## config.mk

```make
export PLATFORM = sky130hd
export DESIGN_NAME = rr_stream_mux
export DESIGN_NICKNAME = d
export VERILOG_FILES = /design/src/rtl/rr_stream_mux_pkg.sv /design/src/rtl/rr_stream_mux_arbiter.sv /design/src/rtl/rr_stream_mux.sv
export SDC_FILE = /design/constraint.sdc
export NUM_CORES = 1
export LEC_CHECK = 0
export CORE_MARGIN = 10
export CORE_UTILIZATION = 36
export DETAILED_ROUTE_END_ITERATION = 10
export PLACE_DENSITY = 0.75
export SETUP_SLACK_MARGIN = 0.15
export SLEW_MARGIN = 0
export SYNTH_ARGS = -nofsm -noshare
export SYNTH_HDL_FRONTEND = slang
export SYNTH_HIERARCHICAL = 1
export SYNTH_SLANG_ARGS = --single-unit
```

## constraint.sdc

```tcl
create_clock -name clk -period 2.3 [get_ports clk]
set_clock_uncertainty 0.2 [all_clocks]
set_input_delay 0.345 -clock clk [delete_from_list [all_inputs] [get_ports clk]]
set_output_delay 0.345 -clock clk [all_outputs]
set_load 0.05 [all_outputs]
```

## src/rtl/rr_stream_mux_pkg.sv

```systemverilog
// rr_stream_mux_pkg: shared default sizes and select-width helper for the stream mux family
package rr_stream_mux_pkg;
  localparam int DEF_WIDTH = 8;
  localparam int DEF_NCH = 4;
  function automatic int sel_w(input int n);
    return n < 2 ? 1 : $clog2(n);
  endfunction
endpackage

`define RR_SELW(n) ((n) < 2 ? 1 : $clog2(n))

```

## src/rtl/rr_stream_mux_arbiter.sv

```systemverilog
// rr_arbiter: combinational round-robin / forced-select grant logic
module rr_arbiter
  import rr_stream_mux_pkg::*;
#(
  parameter int NCH  = DEF_NCH,
  parameter int SELW = $clog2(NCH)
) (
  input  logic [NCH-1:0]  req,
  input  logic [SELW-1:0] ptr,
  input  logic            force_en,
  input  logic [SELW-1:0] force_sel,
  output logic            grant_valid,
  output logic [SELW-1:0] g
);
  always_comb begin
    grant_valid = 1'b0;
    g = '0;
    if (force_en) begin
      if (int'(force_sel) < NCH && req[force_sel]) begin
        grant_valid = 1'b1;
        g = force_sel;
      end
    end else begin
      // scan downward so the last hit written is the first valid at or after ptr
      for (int k = NCH - 1; k >= 0; k--)
        if (req[(int'(ptr) + k) % NCH]) begin
          grant_valid = 1'b1;
          g = SELW'((int'(ptr) + k) % NCH);
        end
    end
  end
endmodule

```

## src/rtl/rr_stream_mux.sv

```systemverilog
// rr_stream_mux: registered N-to-1 valid/ready mux with round-robin or forced channel select
module rr_stream_mux
  import rr_stream_mux_pkg::*;
#(
  parameter int WIDTH = DEF_WIDTH,
  parameter int NCH   = DEF_NCH,
  parameter int SELW  = $clog2(NCH)
) (
  input  logic               clk,
  input  logic               rst,
  input  logic [NCH-1:0]     in_valid,
  input  logic [NCH*WIDTH-1:0] in_data,
  output logic [NCH-1:0]     in_ready,
  input  logic               force_en,
  input  logic [SELW-1:0]    force_sel,
  output logic               out_valid,
  output logic [WIDTH-1:0]   out_data,
  output logic [SELW-1:0]    out_sel,
  input  logic               out_ready
);
  logic [SELW-1:0] ptr, g;
  logic grant_valid, load, xfer;
  rr_arbiter #(.NCH(NCH), .SELW(SELW)) u_arb (
    .req(in_valid), .ptr(ptr), .force_en(force_en), .force_sel(force_sel),
    .grant_valid(grant_valid), .g(g)
  );
  always_comb begin
    load = !out_valid || out_ready;
    xfer = !rst && load && grant_valid;
    in_ready = xfer ? NCH'(1) << g : '0;
  end
  always_ff @(posedge clk) begin
    if (rst) begin
      out_valid <= 1'b0;
      out_data <= '0;
      out_sel <= '0;
      ptr <= '0;
    end else if (load) begin
      out_valid <= grant_valid;
      if (grant_valid) begin
        out_data <= in_data[g*WIDTH +: WIDTH];
        out_sel <= g;
        ptr <= (int'(g) == NCH - 1) ? '0 : g + 1'b1;
      end
    end
  end
endmodule

```

==> summary.txt, run 1 <==
Placed design
  • Placer Congestion: between 0.7 and 0.8
  • Place WS: -0.4831 ns
  • Placed Area: between 1500 and 2000 um^2
  • DP Wirelength: ~2.8 mm
  • Port Buffers: 56

Clock tree
  • Clock latency on the worst-skew pair: 0.27 ns
  • CTS tree: done
  • Clock sinks: 13
  • Clock Path Buffers: 2
  • # H-tree levels: 1
  • Root Buffer: clkbuf_4
  • Total CTS buffers: 3
  • Clock transition at path regs: 0.08 ns

Setup path
  • Cell Chain, Critical Path: nor2b_4 > o22a_1 > o31ai_2 > buf_4 > buf_6 > ha_4 > and2_4 > buf_12
  • FF-to-FF path depth: 8
  • Reg-to-Reg End: out_data[1]
  • Crit path DAT: around 1.8 ns
  • Crit path max fanout: 3
  • Max stage delay cell, worst path: dfxtp_2
  • Req. time, crit path: between 1.5 and 2 ns
  • R2R setup slack: 0.03 ns
  • Worst stage delay on the critical path: between 0.3 and 0.4 ns
  • Crit. End Element: output pin
  • Worst Setup Path Type: flip-flop to output pin
  • Worst setup SP type: flip-flop
  • Worst R2R Start: ptr[0]

Logic synthesis
  • Cell count after synthesis: 102
  • Synth async-reset ratio: 0
  • Seq/Total Area, Yosys: 0.2811
  • #FFs+latches synth: 13
  • Post-synth top area share: 0.2811
  • Cell Area, Synth: around 930 um^2
  • Synth Net Count: between 100 and 150
  • Synth Flop Type: dfxtp_1
  • Number of synthesized flops with an enable pin: 0
  • Library cells used by synthesis: 33
  • Syn_area_per_cell: around 9 um^2
  • Ys Warns: 6
  • Area leader, netlist: dfxtp_1
  • Count leader, synth: a21oi_1
  • Synth cell count leaders: a21oi_1 (15), dfxtp_1 (13), o21ai_0 (13)
  • Top post-synthesis cells by area: dfxtp_1 (28%), mux4_2 (17%), a21oi_1 (8.1%)

Floorplan
  • Height of the die: 70.72 um
  • Die area: approximately 5000 um^2
  • Die W: just over 70 um
  • Ports: 57
  • Core area: ~2500 um^2
  • Initial Util: 0.3772
  • Number of core rows: 18

Global routing
  • Initial antenna violation count: 0
  • Largest net degree at the start of global routing: 15
  • First-pass GRT wire length: ~5.9 mm
  • Vias in the first global route: approximately 1200
  • Total GRT Usage: 0.1391
  • GRT overflow: 0

Final layout
  • Area Growth Syn to Fin: 93.92%
  • Final instance area: approximately 1800 um^2
  • Sequential Area: 265.3 um^2
  • Final Util: 0.7314
  • Post-layout net count: 220
  • Multi-input gate area: around 700 um^2
  • Diode count: 0
  • Layout cells sized above 1: 0.3757
  • Filler cells: roughly 190

Power
  • Pwr per Cell Area: around 490 nW/um^2
  • Max VDD drop: approximately 400 uV
  • Total power: 0.0008723 W
  • Leak: around 0.68 nW

Min path
  • Worst Hold Path EP: out_data[7]
  • HP Class: flip-flop to flip-flop
  • Hold Path Origin: out_data[7]
  • Hold Path Depth: 2

Timing
  • RSZ-0062 raised after global routing: true
  • Final Hold Slack: 0.2807 ns
  • Setup Viol. Count Final: 4
  • Final min period: ~2.4 ns
  • Achievable Freq: 421.9 MHz
  • Slew HR: 0.6519
  • Setup ws final: -0.07042 ns
  • Slew Viols, Final: 0
  • Final Hold Viols: 0
  • Worst-Margin Slew: 0.5205 ns
  • Fin crit share: 1.031

Route
  • Remaining antenna violation count: 0
  • Met1 WL: about 1.3 mm
  • Top sig layer: met4
  • DR iter-0 viols: 125
  • Wirelength per Cell: 17.63 um
  • Met3 routed WL: 358 um
  • Pre-antenna DRT Iters: 4
  • DRC Markers: 0
  • Vias: 1106
  • Final WL: about 3.6 mm
  • Vias per cell: between 5 and 6
  • DR WL met2: 1.848 mm

Run status
  • Status: complete, but fails checks
  • Failing checks: setup timing

Job
  • Maxcap violations: 0
## power breakdown
group / switching [W] / internal [W]
registers: 0.0000151 / 0.000250
clock network: 0.0000718 / 0.0000671
logic: 0.000225 / 0.000243
total: 0.000312 / 0.000560
## worst max path at each step
| stage | startpoint | to | cells past startpoint |
|---|---|---|---|
| 6_report | ptr[0] | in_ready[2] | 8 |
| 5_1_grt | ptr[1] | in_ready[2] | 9 |
| 4_1_cts | ptr[0] | in_ready[1] | 8 |
| 3_5_place_dp | in_valid[3] | out_data[1] | 9 |
| 3_3_place_gp | force_sel[0] | ptr[0] | 8 |
| 2_1_floorplan | force_sel[0] | in_ready[2] | 8 |
## per-layer routing
layer	vias to the layer above	global-route usage
met5	-	0
met3	8	0.06276
met2	52	0.2433
met4	0	0.06237
li1	528	-
met1	518	0.1381
## registers in the layout, summed over array words and instances (netlist names)
signal     cells
out_data       8
out_sel        2
out_valid      1
ptr            2
## cells in the final DEF (no fill, tap or decap), drive strengths merged, types with 2 or more instances in the layout
master,count
a21oi,15
and2,4
buf,24
clkbuf,5
clkdlybuf4s15,2
clkdlybuf4s50,45
dfxtp,13
dlygate4sd2,2
ha,4
inv,5
mux4,8
nand2b,2
nand3,12
nor2b,3
o21ai,15
## cells by family (layout without fill, tap and decap cells)
family	Yosys count	count (layout)	synth area share
AOI/OAI and AO/OA	36	36	0.2176
buffers and inverters	12	83	0.05808
and+or+nand+nor	27	27	0.1676
DFF	13	13	0.2811
muxes	10	10	0.2216
adders and majority gates	4	4	0.05406
## worst max-delay path, delay by kind of cell, from the launching register on
family / cells / cell delay [ns]
AOI/OAI and AO/OA: 2 / 0.42
buffers and inverters: 3 / 0.40
DFF: 1 / 0.34
and+or+nand+nor: 2 / 0.28
adders and majority gates: 1 / 0.12
## stage by stage
| step | std cells | TNS (ns) |
|---|---|---|
| floorplan | 102 | 0 |
| global placement | 193 | -5.030 |
| detailed placement | 193 | -5.927 |
| CTS | 202 | -0.1780 |
| global route | 203 | -0.6736 |
| finish | 203 | -0.2030 |
## repair_timing
action,4_1_cts,5_1_grt
pin swaps,7,4
cloned,0,0
hold endpoints to repair,0,0
setup buffers,5,1
gates resized for setup,39,8
endpoints found under the setup margin,14,13
hold buffers,0,0
## layout make-up
type                            count  area share
Inverter                            5     0.01045
Multi-Input combinational cell     77      0.3944
Tap cell                           30     0.02091
Sequential cell                    13      0.1477
Clock buffer                        4     0.01463
Timing Repair Buffer               74      0.4118
Note: power is estimated with default switching activity, not from simulation.
==> run 2, diff against run 1 <==
CORE_MARGIN = 2   (was 10)
SLEW_MARGIN = 30   (was 0)
==> run 2 against run 1 <==
Effect of this change:
- the flow still finishes with violations (setup timing)
- clock power grew 7%
- fmax shrank 1.3%
- flip-flop and latch count is the same
- global-route usage grew 9.2 points
- routed wire length shrank 4.4%
- final area grew 4.5%
- worst hold slack gained 0.0087 ns
- final cell count grew 0.49%
- die area shrank 40%
- critical path type unchanged
- critical path depth is the same
==> summary.txt, run 2 (synthesis results as in run 1) <==
Setup path
  • R2R setup slack: -0.01 ns
  • Worst stage delay on the critical path: 0.37 ns
  • Cell Chain, Critical Path: nor2b_4 > o22a_1 > o31ai_2 > buf_4 > buf_6 > ha_4 > and2_4 > buf_12
  • Crit path max fanout: 5
  • Worst setup SP type: flip-flop
  • Max stage delay cell, worst path: dfxtp_4
  • Worst Setup SP: ptr[0]
  • Worst path bufs/invs: 3
  • Worst R2R Start: ptr[1]
  • CP delay by family, top: buffers and inverters
  • Crit path DAT: approximately 1.9 ns
  • Worst Setup Path Type: flip-flop to output pin
  • Crit. End Element: output pin
  • FF-to-FF path depth: 10
  • Reg-to-Reg End: out_data[5]
  • Req. time, crit path: around 1.8 ns

Timing
  • Worst-Margin Slew: between 0.6 and 0.7 ns
  • Achievable Freq: 416.4 MHz
  • Setup ws final: -0.1017 ns
  • Fin crit share: 1.044
  • Slew HR: 0.5801
  • Fin Setup TNS: -0.4220 ns
  • Slew Viols, Final: 0
  • Setup Viol. Count Final: 8
  • RSZ-0062 raised after global routing: true
  • Final min period: 2.402 ns
  • Final Hold Viols: 0

Placed design
  • Placer Congestion: 0.7633
  • Placed Cells incl. Taps: slightly below 200
  • DP Wirelength: about 2.3 mm
  • Port Buffers: 56

Route
  • Remaining antenna violation count: 0
  • Pre-antenna DRT Iters: 4
  • Vias: around 1100
  • DR iter-0 viols: 29
  • Final WL: around 3.4 mm
  • DRC Markers: 0
  • Wirelength per Cell: ~17 um
  • Vias per cell: about 5.6

Clock tree
  • Clock latency on the worst-skew pair: 0.29 ns
  • Clock sinks: 13
  • # H-tree levels: 1
  • Hold Buf Count CTS: 0
  • Clock transition at path regs: 0.09 ns
  • CTS tree: done
  • Clock Path Buffers: 2
  • Root Buffer: clkbuf_4
  • Total CTS buffers: 3

Final layout
  • Top reg by flops: out_data
  • Diode count: 0
  • Post-layout net count: 221
  • Most common cell after layout, fill and taps aside: clkdlybuf4s50_1
  • Final Util: 0.7640
  • Filler cells: roughly 140
  • Area Growth Syn to Fin: 102.6%
  • Largest registers: out_data x8, out_sel x2, ptr x2
  • Commonest non-fill, non-tap cells in the layout: clkdlybuf4s50_1 (45), buf_4 (15), o21ai_0 (12), dfxtp_1 (11)
  • Layout cells sized above 1: 0.4425
  • Non-Filler Instances: between 200 and 250
  • Largest register FFs: 8

Floorplan
  • Height of the die: about 55 um
  • Die area: around 3000 um^2
  • Number of core rows: 18
  • Die W: between 50 and 60 um
  • Initial Util: 0.3772
  • Ports: 57
  • Core area: approximately 2500 um^2

Power
  • Clock Power Share: 0.163
  • Max VDD drop: 294.6 uV
  • Net switching power: ~0.00034 W
  • Leak: between 0.7 and 0.8 nW
  • Pwr per Cell Area: roughly 500 nW/um^2
  • Total power: 0.0009129 W
  • Sw Ratio: 0.3755
  • Seq pwr share: 0.291
  • Int Power: between 0.0005 and 0.0006 W
  • Logic pwr share: 0.546

Min path
  • HP Class: flip-flop to flip-flop
  • Hold Path Origin: out_sel[0]
  • Hold Path Depth: 2
  • Worst Hold Path EP: out_sel[0]

Global routing
  • Initial antenna violation count: 0
  • Total GRT Usage: 0.2313
  • Vias in the first global route: ~1200
  • Largest net degree at the start of global routing: 15
  • GRT overflow: 0
  • First-pass GRT wire length: roughly 5 mm

Run status
  • Failing checks: setup timing
  • Status: complete, but fails checks

Job
  • Maxcap violations: 0
run 2: cell count changes in the layout (fill, tap and decap cells not counted), sizes merged:
cell / previous run / this run
dlygate4sd2: 2 / 3
clkdlybuf4s15: 2 / 3
clkinv: 0 / 1
clkbuf: 5 / 3
run 2: final cells by class:
type                       count  area [um^2]  area share
clock buffer                   3        22.52     0.01201
clock inverter                 1        5.005    0.002668
inverter                       5        21.27     0.01134
multi-input combinational     77        757.0      0.4036
sequential                    13        267.8      0.1428
tap                           30        37.54     0.02001
timing repair buffer          75        764.5      0.4076
run 2: metrics by stage:
| stage | worst slack (ns) | area (um^2) | hold WS, ns |
|---|---|---|---|
| 5_1_grt | -0.1462 | 1876 | 0.3184 |
| 3_3_place_gp | -0.4351 | 1653 | 0.2667 |
| 2_1_floorplan | 0.1443 | 942.2 | 0.2141 |
| 3_5_place_dp | -0.4639 | 1653 | 0.2702 |
| 6_report | -0.1017 | 1876 | 0.2894 |
| 4_1_cts | -0.07524 | 1827 | 0.2842 |
run 2: how the worst max path moves through the flow:
stage                              to  cells past startpoint
after floorplan           in_ready[2]                      8
after global placement    in_ready[3]                      8
after detailed placement  out_data[0]                      9
after CTS                 in_ready[0]                      8
after global routing      in_ready[1]                      8
final                     in_ready[2]                      8
run 2: what timing repair did:
action,CTS,global route
cloned,0,0
pin swaps,8,6
gates resized for setup,46,12
buffers inserted,6,0
setup endpoints to repair,13,13
run 2: worst min-delay path, stage by stage (launching register included):
cell     delay [ns]
dfxtp_1        0.31
o21ai_0        0.07
a21oi_1        0.06
run 2: power groups by stage:
stage                     clock, W  sequential [W]  combinational [W]
after floorplan                  0        0.000335           0.000168
after global placement           0        0.000269           0.000415
after detailed placement         0        0.000270           0.000421
after CTS                 0.000147        0.000265           0.000469
after global routing      0.000157        0.000269           0.000526
final                     0.000149        0.000266           0.000498
run 2: per-layer routing:
metal	up-vias	track usage	routed length [um]
li1	527	-	-
met3	5	0.02732	205
met5	-	0	0
met4	0	0.07083	46
met2	55	0.4147	1922
met1	558	0.2850	1247
